==> src/rtl/onchip_memory_stream_reader.sv <==
// Avalon-MM read master that streams a programmed run of words from the
// on-chip memory out of an Avalon-ST source with SOP/EOP framing.
// Reads are credit-limited so that every word in flight already has a
// FIFO slot reserved, which lets the memory run with no waitrequest.
module onchip_memory_stream_reader #(
  parameter int ADDR_WIDTH   = 12,
  parameter int DATA_WIDTH   = 32,
  parameter int MEM_WORDS    = 3125,
  parameter int FIFO_DEPTH   = 4,
  parameter int READ_LATENCY = 1
) (
  input  logic                  clk,
  input  logic                  reset,
  input  logic                  start,
  input  logic [ADDR_WIDTH-1:0] base_address,
  input  logic [ADDR_WIDTH-1:0] word_count,
  output logic                  busy,
  output logic                  done,
  output logic [ADDR_WIDTH-1:0] mem_address,
  output logic                  mem_chipselect,
  output logic                  mem_write,
  output logic [3:0]            mem_byteenable,
  output logic                  mem_clken,
  input  logic [DATA_WIDTH-1:0] mem_readdata,
  output logic [DATA_WIDTH-1:0] st_data,
  output logic                  st_valid,
  input  logic                  st_ready,
  output logic                  st_startofpacket,
  output logic                  st_endofpacket
);

  localparam int PTR_W   = $clog2(FIFO_DEPTH);
  localparam int LVL_W   = PTR_W + 1;
  localparam int ENTRY_W = DATA_WIDTH + 2;
  localparam logic [ADDR_WIDTH-1:0] LAST_ADDR = ADDR_WIDTH'(MEM_WORDS - 1);
  localparam logic [LVL_W:0]        CREDITS   = (LVL_W + 1)'(FIFO_DEPTH);

  typedef enum logic [1:0] {IDLE, READ, DRAIN, DONE} state_t;

  state_t                state_reg, state_next;
  logic [ADDR_WIDTH-1:0] addr_reg, addr_next;
  logic [ADDR_WIDTH-1:0] count_reg, count_next;
  logic [ADDR_WIDTH-1:0] issued_reg, issued_next;

  // One tag per outstanding read; the oldest stage lines up with mem_readdata.
  logic [READ_LATENCY-1:0] tag_valid_reg;
  logic [READ_LATENCY-1:0] tag_first_reg;
  logic [READ_LATENCY-1:0] tag_last_reg;
  logic [LVL_W-1:0]        inflight_reg;

  // Output FIFO: {sop, eop, data} per entry, pointers carry one wrap bit.
  logic [ENTRY_W-1:0] fifo_mem [FIFO_DEPTH];
  logic [LVL_W-1:0]   wr_ptr_reg, rd_ptr_reg;
  logic [LVL_W-1:0]   level;
  logic [ENTRY_W-1:0] head;

  logic credit_ok;
  logic issue;
  logic issue_first;
  logic issue_last;
  logic push;
  logic pop;

  assign level     = wr_ptr_reg - rd_ptr_reg;
  assign credit_ok = ({1'b0, level} + {1'b0, inflight_reg}) < CREDITS;
  assign issue     = (state_reg == READ) && (issued_reg < count_reg) && credit_ok;
  assign issue_first = (issued_reg == '0);
  assign issue_last  = (issued_reg == (count_reg - 1'b1));
  assign push      = tag_valid_reg[READ_LATENCY-1];
  assign pop       = st_valid && st_ready;

  assign head             = fifo_mem[rd_ptr_reg[PTR_W-1:0]];
  assign st_valid         = (level != '0);
  assign st_data          = st_valid ? head[DATA_WIDTH-1:0] : '0;
  assign st_startofpacket = st_valid && head[DATA_WIDTH+1];
  assign st_endofpacket   = st_valid && head[DATA_WIDTH];

  assign busy           = (state_reg != IDLE);
  assign done           = (state_reg == DONE);
  assign mem_chipselect = issue;
  assign mem_address    = issue ? addr_reg : '0;
  assign mem_write      = 1'b0;
  assign mem_byteenable = 4'hF;
  assign mem_clken      = 1'b1;

  // Command state, read address and issue counters.
  always_ff @(posedge clk) begin
    if (reset) begin
      state_reg  <= IDLE;
      addr_reg   <= '0;
      count_reg  <= '0;
      issued_reg <= '0;
    end else begin
      state_reg  <= state_next;
      addr_reg   <= addr_next;
      count_reg  <= count_next;
      issued_reg <= issued_next;
    end
  end

  // Next-state logic: latch the command, walk the address with wrap, drain.
  always_comb begin
    state_next  = state_reg;
    addr_next   = addr_reg;
    count_next  = count_reg;
    issued_next = issued_reg;
    case (state_reg)
      IDLE: begin
        if (start) begin
          if (word_count != '0) begin
            addr_next   = base_address;
            count_next  = word_count;
            issued_next = '0;
            state_next  = READ;
          end else begin
            state_next = DONE;
          end
        end
      end
      READ: begin
        if (issue) begin
          addr_next   = (addr_reg == LAST_ADDR) ? '0 : addr_reg + 1'b1;
          issued_next = issued_reg + 1'b1;
          if (issue_last) begin
            state_next = DRAIN;
          end
        end
      end
      DRAIN: begin
        // Leave once nothing is in flight and the final beat goes out now or already went.
        if ((inflight_reg == '0) &&
            ((level == '0) || ((level == LVL_W'(1)) && pop))) begin
          state_next = DONE;
        end
      end
      DONE: begin
        state_next = IDLE;
      end
      default: begin
        state_next = IDLE;
      end
    endcase
  end

  // Tag pipeline tracking each issued read until its data returns.
  always_ff @(posedge clk) begin
    if (reset) begin
      tag_valid_reg <= '0;
      tag_first_reg <= '0;
      tag_last_reg  <= '0;
      inflight_reg  <= '0;
    end else begin
      tag_valid_reg[0] <= issue;
      tag_first_reg[0] <= issue && issue_first;
      tag_last_reg[0]  <= issue && issue_last;
      for (int i = 1; i < READ_LATENCY; i++) begin
        tag_valid_reg[i] <= tag_valid_reg[i-1];
        tag_first_reg[i] <= tag_first_reg[i-1];
        tag_last_reg[i]  <= tag_last_reg[i-1];
      end
      inflight_reg <= inflight_reg + LVL_W'(issue) - LVL_W'(push);
    end
  end

  // FIFO storage: returning words are captured with their framing flags.
  always_ff @(posedge clk) begin
    if (push) begin
      fifo_mem[wr_ptr_reg[PTR_W-1:0]] <=
        {tag_first_reg[READ_LATENCY-1], tag_last_reg[READ_LATENCY-1], mem_readdata};
    end
  end

  // FIFO pointers; simultaneous push and pop keep the level unchanged.
  always_ff @(posedge clk) begin
    if (reset) begin
      wr_ptr_reg <= '0;
      rd_ptr_reg <= '0;
    end else begin
      if (push) begin
        wr_ptr_reg <= wr_ptr_reg + 1'b1;
      end
      if (pop) begin
        rd_ptr_reg <= rd_ptr_reg + 1'b1;
      end
    end
  end

endmodule
==> config.mk <==
export PLATFORM = sky130hd
export DESIGN_NAME = onchip_memory_stream_reader
export DESIGN_NICKNAME = d
export VERILOG_FILES = /design/src/rtl/onchip_memory_stream_reader.sv
export SDC_FILE = /design/constraint.sdc
export NUM_CORES = 1
export LEC_CHECK = 0
export BUFFER_PORTS_ARGS = -buffer_cell sky130_fd_sc_hd__buf_2
export CORE_ASPECT_RATIO = 0.8
export CORE_MARGIN = 4
export CORE_UTILIZATION = 35
export CTS_BUF_LIST = sky130_fd_sc_hd__clkbuf_4 sky130_fd_sc_hd__clkbuf_8 sky130_fd_sc_hd__clkbuf_16
export CTS_CLUSTER_DIAMETER = 50
export DETAILED_ROUTE_END_ITERATION = 10
export PLACE_DENSITY_LB_ADDON = 0.15
export SLEW_MARGIN = 20
export SYNTH_ARGS = -nofsm -noshare
export SYNTH_HDL_FRONTEND = slang
export SYNTH_SLANG_ARGS = --single-unit
==> constraint.sdc <==
create_clock -name clk -period 4 [get_ports clk]
set_input_delay 0.2 -clock clk [delete_from_list [all_inputs] [get_ports clk]]
set_output_delay 0.2 -clock clk [all_outputs]
set_load 0.01 [all_outputs]
==> results.tsv, run 1 <==
metric	value	unit
grt_overflow	0	
drive_above_1_share	25.2	%
ir_drop	0.000352	V
final_core_util	43.1	%
cts-root-buf	clkbuf_16	
crit_arrival	3.87	ns
ys_ff_latch	188	
yosysTopAreaCell	edfxtp_1	
power_density	629	nW/um^2
ys.flop_type	edfxtp_1	
first_iter_violations	356	
start_util	35.6	%
cp.required	4.35	ns
postSynthAreaPerCell	13.3	um^2
timing.final.ws_setup	0.486	ns
cts_made_buffers	17	
netlist_area	8710	um^2
yosysUniqueCellTypes	66	
finalInstanceArea	10500	um^2
skew	0.0251	ns
syn_to_final_growth	21.0	%
async_reset_ff_share	0	%
drc	0	
synth.area.top_cells	edfxtp_1 (47%), dfxtp_1 (12%), mux4_2 (8.8%)	
hold_path_depth	3	
die_w	184	um
cap_violations	0	
start_kind	register	
pin_count	116	
gp_congestion	0.816	
grt_pass1_wl	32100	um
clk_latency	0.44	ns
die_area	27500	um^2
placed_cell_area	9570	um^2
dr_wl_met3	982	um
dp_hpwl	13400	um
clk_pin_slew	0.08	ns
rsz0062_at_grt	false	
track_usage	14.9	%
largest_register_ffs	136	
tns	0	ns
seq_area	5130	um^2
synth.most_common_cell	edfxtp_1	
htreeDepth	4	
worst_pin_slew	0.984	ns
wl_per_cell	17.4	um
max-slew-margin-rel	34.4	%
worstHoldPathType	primary input to register	
critPathMaxFanout	9	
ys_seq_area_share	58.9	%
crit_type	register to register	
netlist.area_leader.share	46.9	%
grt_max_degree	41	
min_period	3.51	ns
cts_sinks	188	
vias	5682	
outcome	complete, no violations	
n_antenna_cell	0	
cp-end-kind	register	
fin_crit_sh	87.8	%
drt_wl_total	19700	um
cts_resized	0	
fp.coreArea	24400	um^2
clockBufferDepth	2	
ys_top_cells_by_count	edfxtp_1 (136), nor2_1 (55), dfxtp_1 (52)	
syn_inst	657	
ant_nets	0	
finalMaxSlewViolations	0	
chipHeight	149	um
p_leak	3.87	nW
met2_length	9460	um
clock.fmax	285	MHz
grt_pass1_vias	5973	
fin_nets	890	
antenna_found_initial	0	
pre_cts_ws	0.312	ns
finalPower	6.63	mW
top_layer_used	met4	
cts_tree	done	
hold_viol	0	
setup_viol	0	
io_buffers	109	
multi_input_area	3310	um^2
synth_edf_count	136	
ys_warn_count	0	
via_per_inst	5.04	
wl_met1	9110	um
num_rows	51	
fillers	2288	
rr_worst_depth	15	
dr.pass1.iters	4	
==> worst paths after layout <==
kind | slack (ns) | from | end
max | 0.49 | wr_ptr_reg[0] | issued_reg[10]
max reg2reg | 0.49 | wr_ptr_reg[0] | issued_reg[10]
min | 0.04 | word_count[5] | count_reg[5]
min reg2reg | 0.48 | tag_first_reg | fifo_mem[2][33]
==> where the power goes <==
part / total (mW) / switching (mW) / internal, mW
sequential: 2.49 / 0.228 / 2.26
clock: 1.75 / 0.873 / 0.880
combinational: 2.38 / 1.33 / 1.05
total: 6.63 / 2.43 / 4.20
==> cells by family (layout without fill, tap and decap cells) <==
family                     after synthesis  count (layout)  synth area share (%)
AOI/OAI and AO/OA                       77              77                  6.47
xor gates and xnor gates                30              30                  3.02
adders and majority gates               33              33                  4.92
buffers and inverters                   68             217                  3.32
DFF                                    188             188                  58.9
muxes                                   48              48                  10.4
other                                    2               6                0.0863
and+or+nand+nor                        211             211                  12.9
==> through the flow <==
| stage | cells | hold slack [ns] |
|---|---|---|
| 4_1_cts | 1127 | 0.0113 |
| 6_report | 1128 | 0.0399 |
| 3_3_place_gp | 1063 | 0.411 |
| 2_1_floorplan | 661 | 0.299 |
| 5_1_grt | 1128 | 0.0450 |
| 3_5_place_dp | 1063 | 0.420 |
==> per-layer routing <==
| metal | global-route usage [%] | vias up |
|---|---|---|
| met3 | 3.53 | 11 |
| li1 | - | 2728 |
| met2 | 24.1 | 137 |
| met4 | 3.58 | 0 |
| met1 | 20.6 | 2806 |
| met5 | 0 | - |
==> repair_timing <==
action,in CTS,in global routing
hold buffers,32,0
setup endpoints to repair,0,11
endpoints found under the hold margin,128,0
setup buffers,0,1
==> area by class of cell <==
cell class | instances | area share (%)
inverter | 35 | 1.25
tap | 318 | 3.78
timing repair buffer | 150 | 8.86
clock inverter | 15 | 1.98
clock buffer | 17 | 4.04
multi-input combinational | 405 | 31.4
sequential | 188 | 48.7
==> layout by cell type, fill, tap and decap left out, drive strengths merged, types with 2 or more instances in the layout <==
cell         instances
and4                 2
nor2                55
or4                  4
nor2b                6
and2                40
a211oi               5
o21ai               14
nor3                14
a2111oi              3
a21oi               21
nor4                 9
o211ai               3
and3                15
a311oi               2
inv                 46
mux4                34
a22oi                3
o31ai                5
nand4                6
a21o                 2
edfxtp             136
nand3               20
nor4b                2
ha                  31
fa                   2
xnor2               19
mux2i               14
nand2               29
dfxtp               52
buf                118
or3b                 2
dlygate4sd3         32
clkbuf              17
xor2                11
clkinv               4
conb                 6
a221oi               6
nor3b                2
o2111a               2
==> worst max-delay path, cell delays in order (launching register included) <==
cell	delay, ns
dfxtp_1	0.35
inv_1	0.13
ha_1	0.16
inv_1	0.04
fa_1	0.36
xor2_1	0.16
xnor2_1	0.18
ha_1	0.26
nor4_1	0.25
o211ai_1	0.17
a221oi_4	0.28
nand2_2	0.10
inv_2	0.16
o21ai_2	0.15
or4_1	0.53
a21oi_1	0.15
No activity file was read; power rests on OpenSTA's default activity.
==> run 2, diff against run 1 <==
--- a/config.mk
+++ b/config.mk
@@ -10,8 +10,9 @@
 export CORE_MARGIN = 4
 export CORE_UTILIZATION = 35
 export CTS_BUF_LIST = sky130_fd_sc_hd__clkbuf_4 sky130_fd_sc_hd__clkbuf_8 sky130_fd_sc_hd__clkbuf_16
-export CTS_CLUSTER_DIAMETER = 50
+export CTS_CLUSTER_DIAMETER = 30
 export DETAILED_ROUTE_END_ITERATION = 10
+export GPL_TIMING_DRIVEN = 0
 export PLACE_DENSITY_LB_ADDON = 0.15
 export SLEW_MARGIN = 20
 export SYNTH_ARGS = -nofsm -noshare
==> results.tsv, run 2 (synthesis gave the netlist of run 1 again) <==
metric	value	unit
critPathMaxFanout	5	
grt_pass1_wl	32700	um
die_w	184	um
via_per_inst	5.09	
start_util	35.6	%
htreeDepth	4	
critical_path.cell_chain	inv_1 > ha_1 > inv_1 > fa_1 > xor2_1 > xnor2_1 > ha_1 > nor4_2 > o211ai_1 > a221oi_4 > nand2_2 > nor3_1 > nand3b_1 > a41oi_1	
pre_cts_ws	-0.0253	ns
clockBufferDepth	2	
io_buffers	109	
wl_per_cell	17.6	um
max_stage_delay	0.63	ns
cts-root-buf	clkbuf_16	
drt_wl_total	20400	um
dp_hpwl	14400	um
grt_overflow	0	
grt_pass1_vias	6160	
vias	5885	
min_period	3.68	ns
power_density	615	nW/um^2
fp.coreArea	24400	um^2
holdWs	0.0380	ns
pin_count	116	
max-slew-margin-rel	39.8	%
crit_type	register to register	
drc	0	
skew	0.0170	ns
first_iter_violations	359	
antenna_found_initial	0	
start_kind	register	
track_usage	15.2	%
largest_register_ffs	136	
drive_above_1_share	25.0	%
finalPower	6.57	mW
mostFrequentLayoutCells	edfxtp_1 (136), buf_2 (109), nor2_1 (55), dfxtp_1 (52), and2_1 (36)	
worst_pin_slew	0.902	ns
clk_latency	0.43	ns
timing.final.ws_setup	0.318	ns
ant_nets	0	
fin_nets	919	
cts_sinks	188	
grt_max_degree	21	
r2r_slack	0.32	ns
clock.fmax	272	MHz
setup_viol	0	
slowest_stage	nor3_1	
layout_commonest_cell	edfxtp_1	
multi_input_area	3320	um^2
seq_area	5120	um^2
gp_congestion	0.842	
fin_crit_sh	92.0	%
ir_drop	0.000331	V
hold_viol	0	
p_leak	3.92	nW
dr.pass1.iters	4	
fillers	2296	
cp-end-kind	register	
syn_to_final_growth	22.8	%
rsz0062_at_grt	false	
die_area	27500	um^2
n_antenna_cell	0	
finalMaxSlewViolations	0	
chipHeight	149	um
clk_pin_slew	0.08	ns
worstHoldPathType	primary input to register	
final_core_util	43.7	%
cp.required	4.35	ns
cts_tree	done	
cap_violations	0	
crit_arrival	4.03	ns
cts_made_buffers	17	
num_rows	51	
outcome	complete, no violations	
## run 2: final timing paths
path / startpoint / endpoint / cells past startpoint
worst max-delay path: wr_ptr_reg[0] / addr_reg[8] / 14
worst min-delay path: word_count[4] / count_reg[4] / 3
worst max register to register: wr_ptr_reg[0] / addr_reg[8] / 14
worst min register to register: tag_first_reg / fifo_mem[0][33] / 0
## run 2: cell type report
class	count	share of cell area (%)
clock inverter	15	1.54
buffer	33	1.51
clock buffer	17	3.98
tap	318	3.72
multi-input combinational	405	31.1
sequential	188	47.9
inverter	35	1.25
timing repair buffer	146	8.99
## run 2: repair_timing
action,CTS,global route
setup buffers,0,1
hold buffers,32,0
hold endpoints to repair,128,0
gates cloned,0,0
pin swaps,0,1
resized for setup,1,6
setup endpoints to repair,1,28
## run 2: layer usage
layer / track usage, % / wire [um] / up-vias
li1: - / - / 2790
met1: 21.1 / 9490 / 2914
met2: 24.5 / 9640 / 165
met3: 3.49 / 1040 / 16
met4: 3.47 / 187 / 0
met5: 0 / 0 / -
## run 2: critical path, delay by kind of cell (launching register included)
kind | cells | cell delay [ns]
buf+inv | 2 | 0.16
simple gates | 4 | 1.18
xor+xnor | 2 | 0.36
fa+ha+maj | 3 | 0.81
compound gates | 3 | 0.73
flops | 1 | 0.36
## run 2: through the flow
step                setup TNS (ns)  instances  area, um^2
global route                     0       1157       10700
global placement                 0       1088        9660
CTS                              0       1156       10700
detailed placement         -0.0253       1092        9760
finish                           0       1157       10700
floorplan                        0        661        8720
## run 2: report_power, final
group	leakage [nW]	internal, mW	switching (mW)
combinational	1.99	1.07	1.44
sequential	1.65	2.26	0.153
clock	0.283	0.840	0.811
total	3.92	4.17	2.41
